==> src/rtl/ahb_lite_arbiter.sv <==
// ahb_lite_arbiter: round-robin arbiter and bus multiplexer that shares one
// AHB-Lite slave port between NUM_M request/grant masters.
//
// Ports:
//   clk, reset          single clock, synchronous active-high reset
//   m_req / m_gnt       per-master request in, registered one-hot grant out
//   m_haddr..m_hwdata   per-master address/control/write data, packed by master
//   m_hready            per-master ready (stall for non-owners that request)
//   m_hrdata, m_hresp   slave read data / response, broadcast to all masters
//   hsel..hwdata        slave-side address/control/write data
//   hrdata, hready, hresp  slave response
module ahb_lite_arbiter #(
  parameter int unsigned NUM_M      = 2,
  parameter int unsigned ADD_width  = 32,
  parameter int unsigned DATA_width = 32,
  parameter int unsigned RESP_width = 1,
  parameter int unsigned MAX_HOLD   = 8
) (
  input  logic                          clk,
  input  logic                          reset,
  input  logic [NUM_M-1:0]              m_req,
  output logic [NUM_M-1:0]              m_gnt,
  input  logic [NUM_M*ADD_width-1:0]    m_haddr,
  input  logic [NUM_M*2-1:0]            m_htrans,
  input  logic [NUM_M-1:0]              m_hwrite,
  input  logic [NUM_M*3-1:0]            m_hsize,
  input  logic [NUM_M*3-1:0]            m_hburst,
  input  logic [NUM_M*4-1:0]            m_hprot,
  input  logic [NUM_M*DATA_width-1:0]   m_hwdata,
  output logic [NUM_M-1:0]              m_hready,
  output logic [DATA_width-1:0]         m_hrdata,
  output logic [RESP_width-1:0]         m_hresp,
  output logic                          hsel,
  output logic [ADD_width-1:0]          haddr,
  output logic [1:0]                    htrans,
  output logic                          hwrite,
  output logic [2:0]                    hsize,
  output logic [2:0]                    hburst,
  output logic [3:0]                    hprot,
  output logic [DATA_width-1:0]         hwdata,
  input  logic [DATA_width-1:0]         hrdata,
  input  logic                          hready,
  input  logic [RESP_width-1:0]         hresp
);

  localparam int unsigned IW = (NUM_M > 1) ? $clog2(NUM_M) : 1;
  localparam int unsigned HW = $clog2(MAX_HOLD + 1);

  localparam logic [0:0] FREE  = 1'b0;
  localparam logic [0:0] OWNED = 1'b1;

  localparam logic [1:0] TR_IDLE   = 2'b00;
  localparam logic [1:0] TR_NONSEQ = 2'b10;
  localparam logic [2:0] BURST_SINGLE = 3'b000;

  logic [0:0]       state, state_n;
  logic [IW-1:0]    addr_idx, addr_idx_n;
  logic             data_vld, data_vld_n;
  logic [IW-1:0]    data_idx, data_idx_n;
  logic [IW-1:0]    rr_last, rr_last_n;
  logic [HW-1:0]    hold_cnt, hold_cnt_n;
  logic [NUM_M-1:0] gnt_n;

  logic             own_req;
  logic [NUM_M-1:0] others_req;
  logic [IW:0]      pick_all, pick_oth;
  logic             rel_a, rel_b;

  // First requester strictly after 'last', wrapping; MSB of result = found.
  function automatic logic [IW:0] rr_pick(input logic [NUM_M-1:0] req,
                                          input logic [IW-1:0] last);
    logic          found;
    logic [IW-1:0] win;
    logic [IW-1:0] jj;
    int            j;
    found = 1'b0;
    win   = '0;
    for (int k = 1; k <= int'(NUM_M); k++) begin
      j = int'(last) + k;
      if (j >= int'(NUM_M)) j = j - int'(NUM_M);
      jj = IW'(j);
      if (!found && req[jj]) begin
        found = 1'b1;
        win   = jj;
      end
    end
    return {found, win};
  endfunction

  // Address/control mux from the address-phase owner; idle bus when none.
  always_comb begin
    haddr   = '0;
    htrans  = TR_IDLE;
    hwrite  = 1'b0;
    hsize   = '0;
    hburst  = '0;
    hprot   = '0;
    own_req = 1'b0;
    for (int i = 0; i < int'(NUM_M); i++) begin
      if (state == OWNED && addr_idx == IW'(i)) begin
        haddr   = m_haddr[i*ADD_width +: ADD_width];
        htrans  = m_htrans[i*2 +: 2];
        hwrite  = m_hwrite[i];
        hsize   = m_hsize[i*3 +: 3];
        hburst  = m_hburst[i*3 +: 3];
        hprot   = m_hprot[i*4 +: 4];
        own_req = m_req[i];
      end
    end
    hsel = (state == OWNED) && htrans[1];
  end

  // Write data follows the data-phase owner, one beat behind the address.
  always_comb begin
    hwdata = '0;
    for (int i = 0; i < int'(NUM_M); i++) begin
      if (data_vld && data_idx == IW'(i)) hwdata = m_hwdata[i*DATA_width +: DATA_width];
    end
  end

  // Owners see the slave ready; waiting requesters are held off.
  always_comb begin
    m_hready = '1;
    if (!reset) begin
      for (int i = 0; i < int'(NUM_M); i++) begin
        if ((state == OWNED && addr_idx == IW'(i)) || (data_vld && data_idx == IW'(i)))
          m_hready[i] = hready;
        else
          m_hready[i] = ~m_req[i];
      end
    end
  end

  assign m_hrdata = hrdata;
  assign m_hresp  = hresp;

  // Next-state: arbitration, release and ownership tracking.
  always_comb begin
    state_n    = state;
    addr_idx_n = addr_idx;
    data_vld_n = data_vld;
    data_idx_n = data_idx;
    rr_last_n  = rr_last;
    hold_cnt_n = hold_cnt;
    gnt_n      = '0;

    others_req = m_req;
    if (state == OWNED) others_req[addr_idx] = 1'b0;
    pick_all = rr_pick(m_req, rr_last);
    pick_oth = rr_pick(others_req, rr_last);

    // Release only at a transfer boundary: never during SEQ or BUSY.
    rel_a = !own_req && (htrans == TR_IDLE);
    rel_b = (hold_cnt >= HW'(MAX_HOLD)) && (|others_req) &&
            ((htrans == TR_IDLE) || (htrans == TR_NONSEQ && hburst == BURST_SINGLE));

    if (hready) begin
      data_vld_n = (state == OWNED) && htrans[1];
      if ((state == OWNED) && htrans[1]) data_idx_n = addr_idx;

      case (state)
        FREE: begin
          if (pick_all[IW]) begin
            state_n    = OWNED;
            addr_idx_n = pick_all[IW-1:0];
            rr_last_n  = pick_all[IW-1:0];
            hold_cnt_n = '0;
          end
        end
        OWNED: begin
          if (htrans[1] && hold_cnt < HW'(MAX_HOLD)) hold_cnt_n = hold_cnt + HW'(1);
          if (rel_a || rel_b) begin
            hold_cnt_n = '0;
            if (pick_oth[IW]) begin
              // Direct handover, no dead cycle on the bus.
              addr_idx_n = pick_oth[IW-1:0];
              rr_last_n  = pick_oth[IW-1:0];
            end else begin
              state_n = FREE;
            end
          end
        end
        default: state_n = FREE;
      endcase
    end

    for (int i = 0; i < int'(NUM_M); i++) begin
      gnt_n[i] = (state_n == OWNED) && (addr_idx_n == IW'(i));
    end
  end

  // State registers.
  always_ff @(posedge clk) begin
    if (reset) begin
      state    <= FREE;
      addr_idx <= '0;
      data_vld <= 1'b0;
      data_idx <= '0;
      rr_last  <= IW'(NUM_M - 1);
      hold_cnt <= '0;
      m_gnt    <= '0;
    end else begin
      state    <= state_n;
      addr_idx <= addr_idx_n;
      data_vld <= data_vld_n;
      data_idx <= data_idx_n;
      rr_last  <= rr_last_n;
      hold_cnt <= hold_cnt_n;
      m_gnt    <= gnt_n;
    end
  end

endmodule
==> config.mk <==
export PLATFORM = sky130hd
export DESIGN_NAME = ahb_lite_arbiter
export DESIGN_NICKNAME = d
export VERILOG_FILES = /design/src/rtl/ahb_lite_arbiter.sv
export SDC_FILE = /design/constraint.sdc
export NUM_CORES = 1
export LEC_CHECK = 0
export BUFFER_PORTS_ARGS = -buffer_cell sky130_fd_sc_hd__buf_2
export CORE_AREA = 2 2 118 120
export CTS_BUF_LIST = sky130_fd_sc_hd__clkbuf_16
export CTS_CLUSTER_DIAMETER = 100
export DETAILED_ROUTE_END_ITERATION = 16
export DIE_AREA = 0 0 120 122
export PLACE_DENSITY = 0.5
export REMOVE_ABC_BUFFERS = 1
export SKIP_CTS_REPAIR_TIMING = 1
export SYNTH_ARGS = -nofsm -noshare
export SYNTH_HDL_FRONTEND = slang
export SYNTH_SLANG_ARGS = --single-unit
==> constraint.sdc <==
create_clock -name clk -period 5.5 [get_ports clk]
set_clock_uncertainty 0.1 [all_clocks]
set_input_delay 0 -clock clk [delete_from_list [all_inputs] [get_ports clk]]
set_output_delay 0 -clock clk [all_outputs]
set_load 0.01 [all_outputs]
==> impl_metrics.csv <==
group,metric,value,unit
job,maxCapViolCount,0,
detailed_routing,drt-vias-per-instance,4.08,
timing,maxSlewViolCount,0,
detailed_routing,dr.pass1.iters,4,
clock_tree,cts_buffer_depth,2,
cells_and_area,final_cell_area,3710,um^2
clock_tree,cts.clk_slew.worst_paths,40,ps
floorplanning,initial_utilization,16.2,%
setup_path,cp_slowest_cell,"buf_4",
clock_tree,cts_buffers,3,
logic_synthesis,syn_area,2190,um^2
logic_synthesis,synth-seq-area-share,10.1,%
logic_synthesis,synth_top_cells_by_count,"78 x mux2i_1, 47 x nor2b_1, 38 x nor2_1",
timing,clock.fmax,386,MHz
detailed_routing,wire_per_inst,12.7,um
cells_and_area,finalNonFillerCells,698,
timing,slew_headroom,33.3,%
clock_tree,clock_latency,240,ps
min_path,min_path_type,"primary input to flop",
logic_synthesis,async_flop_share,0,%
logic_synthesis,yosys_warnings,0,
setup_path,crit_chain,"buf_4 > or3b_1 > and3_1 > o32a_2 > a211o_1 > a211o_1",
setup_path,crit_top_cell,"a211o_1",
setup_path,critPathMaxStageDelay,620,ps
clock_tree,cts_tree,"done",
cells_and_area,fin_nets,713,
logic_synthesis,synth_ff_type,"dfxtp_1",
setup_path,crit_type,"flop to flop",
pwr,leakagePower,0.00181,uW
timing,tns,0,ps
logic_synthesis,post-synth-top-count-cell,"mux2i_1",
floorplanning,fp.dieArea,14600,um^2
floorplanning,num_rows,43,
logic_synthesis,synth_cells,294,
logic_synthesis,synth-edff-count,0,
floorplanning,die_y,122,um
detailed_routing,ant_nets,0,
placement,dp.cells,660,
pwr,ir_worst_vdd,74.7,uV
logic_synthesis,synth.area.top_cells,"mux2i_1 36%, nor2b_1 13%, buf_4 11%",
logic_synthesis,avgSynthCellArea,7.44,um^2
setup_path,worstPathMaxFanout,54,
clock_tree,htreeDepth,1,
detailed_routing,drc_errors,0,
timing,rsz0062_at_grt,"false",
global_route,grt_pass1_wl,12100,um
floorplanning,ios,307,
global_route,grt_overflow_total,0,
logic_synthesis,synth_top_area_cell,"mux2i_1",
clock_tree,cts-root-buf,"clkbuf_16",
clock_tree,cts.sinks,11,
placement,placed_area,3290,um^2
placement,port_buffers,240,
setup_path,critPathBufInv,1,
global_route,antenna_found_initial,0,
timing,tightest_slew,1000,ps
detailed_routing,vias,2845,
floorplanning,coreArea,13500,um^2
timing,period_share,47.0,%
cells_and_area,drive_gt1_share,48.6,%
setup_path,cp_top_family,"compound AO/OA/AOI/OAI gates",
timing,hold_viol,0,
global_route,grt_max_degree,58,
logic_synthesis,synth.distinct_cells,36,
logic_synthesis,yosys.area.top_type_share,35.7,%
setup_path,critPathArrivalTime,2610,ps
pwr,power_density,120,nW/um^2
placement,gp_congestion,0.787,
cells_and_area,synthToLayoutAreaGrowth,69.5,%
timing,period_minus_slack,2590,ps
setup_path,cp_data_required_time,5530,ps
global_route,grt_usage,10.3,%
detailed_routing,drt_iter0_markers,73,
global_route,grt_pass1_vias,2438,
cells_and_area,antennaDiodeCount,0,
timing,setup_violations,0,
setup_path,setup.worst_path.start_class,"flop",
placement,hpwl,7000,um
floorplanning,die_width,120,um
detailed_routing,routed_wl,8880,um
setup_path,end_kind,"flop",
run_status,status,"complete, no violations",
timing,whs,92.9,ps
logic_synthesis,synth-seq-cells,11,
## where the power goes
group | total (uW) | switching [uW] | leakage [uW] | internal, uW
sequential | 86.2 | 2.54 | 0.0000906 | 83.6
clock | 131 | 34.6 | 0.0000409 | 96.1
combinational | 227 | 107 | 0.00168 | 120
## worst register-to-register path, delay by kind of cell (launching register included)
family | cells | cell delay [ps]
simple gates | 2 | 640
flops | 1 | 300
buf+inv | 1 | 620
compound gates | 3 | 820
## flip-flops by register name, summed over array words and instances (netlist names), named ones only
| name | cells |
|---|---|
| rr_last | 1 |
| hold_cnt | 4 |
| addr_idx | 1 |
| data_idx | 1 |
| data_vld | 1 |
| m_gnt | 2 |
## cell families (layout without fill, tap and decap cells)
family | count (synthesis) | after routing | synth area share [%]
adder cells (fa/ha/maj) | 2 | 2 | 1.14
buffers and inverters | 61 | 285 | 16.6
flip-flops | 11 | 11 | 10.1
AND/OR/NAND/NOR | 117 | 117 | 27.9
multiplexers | 80 | 80 | 36.7
AO/OA/AOI/OAI | 23 | 23 | 7.61
## path summary, 6_finish.rpt
kind,start,endpoint,slack (ps),cells after the start
min reg2reg,rr_last,rr_last,380,1
max,addr_idx,rr_last,2910,6
min,hready,m_gnt[0],90,3
max reg2reg,addr_idx,rr_last,2910,6
## cell type report
| class | instances | area, um^2 |
|---|---|---|
| fillers | 1475 | 9800 |
| multi-input cells | 222 | 1600 |
| repair buffers | 276 | 1560 |
| well taps | 180 | 225 |
| flip-flops and latches | 11 | 223 |
| clock buffers | 3 | 75.1 |
| inverters | 5 | 18.8 |
| clock inverters | 1 | 5.00 |
## routing by layer
metal	global-route usage [%]	vias to the layer above	wire length, um
met5	3.82	-	0
met4	1.69	0	65
met3	6.13	6	1150
met2	17.7	206	4210
met1	10.8	1220	3440
li1	-	1413	-
## cell usage in the layout, fill, tap and decap left out, types with 3 or more instances in the layout
master / n
or3_1: 3
o21ai_0: 3
nor2_1: 38
a211o_1: 4
a21oi_1: 5
mux2i_1: 78
clkbuf_16: 3
nor3_1: 3
nand2_1: 9
dfxtp_1: 9
nand3_1: 4
dlygate4sd3_1: 34
and2_1: 4
buf_2: 240
inv_1: 5
nor2b_1: 47
## stage by stage
stage / utilization, % / setup slack, ps / total power, uW
finish: 27.5 / 2910 / 444
global route: 27.5 / 2790 / 473
global placement: 24.3 / 2940 / 283
floorplan: - / 2060 / 187
CTS: 24.9 / 2900 / 420
detailed placement: 24.3 / 2890 / 287
No activity file was read; power rests on OpenSTA's default activity.
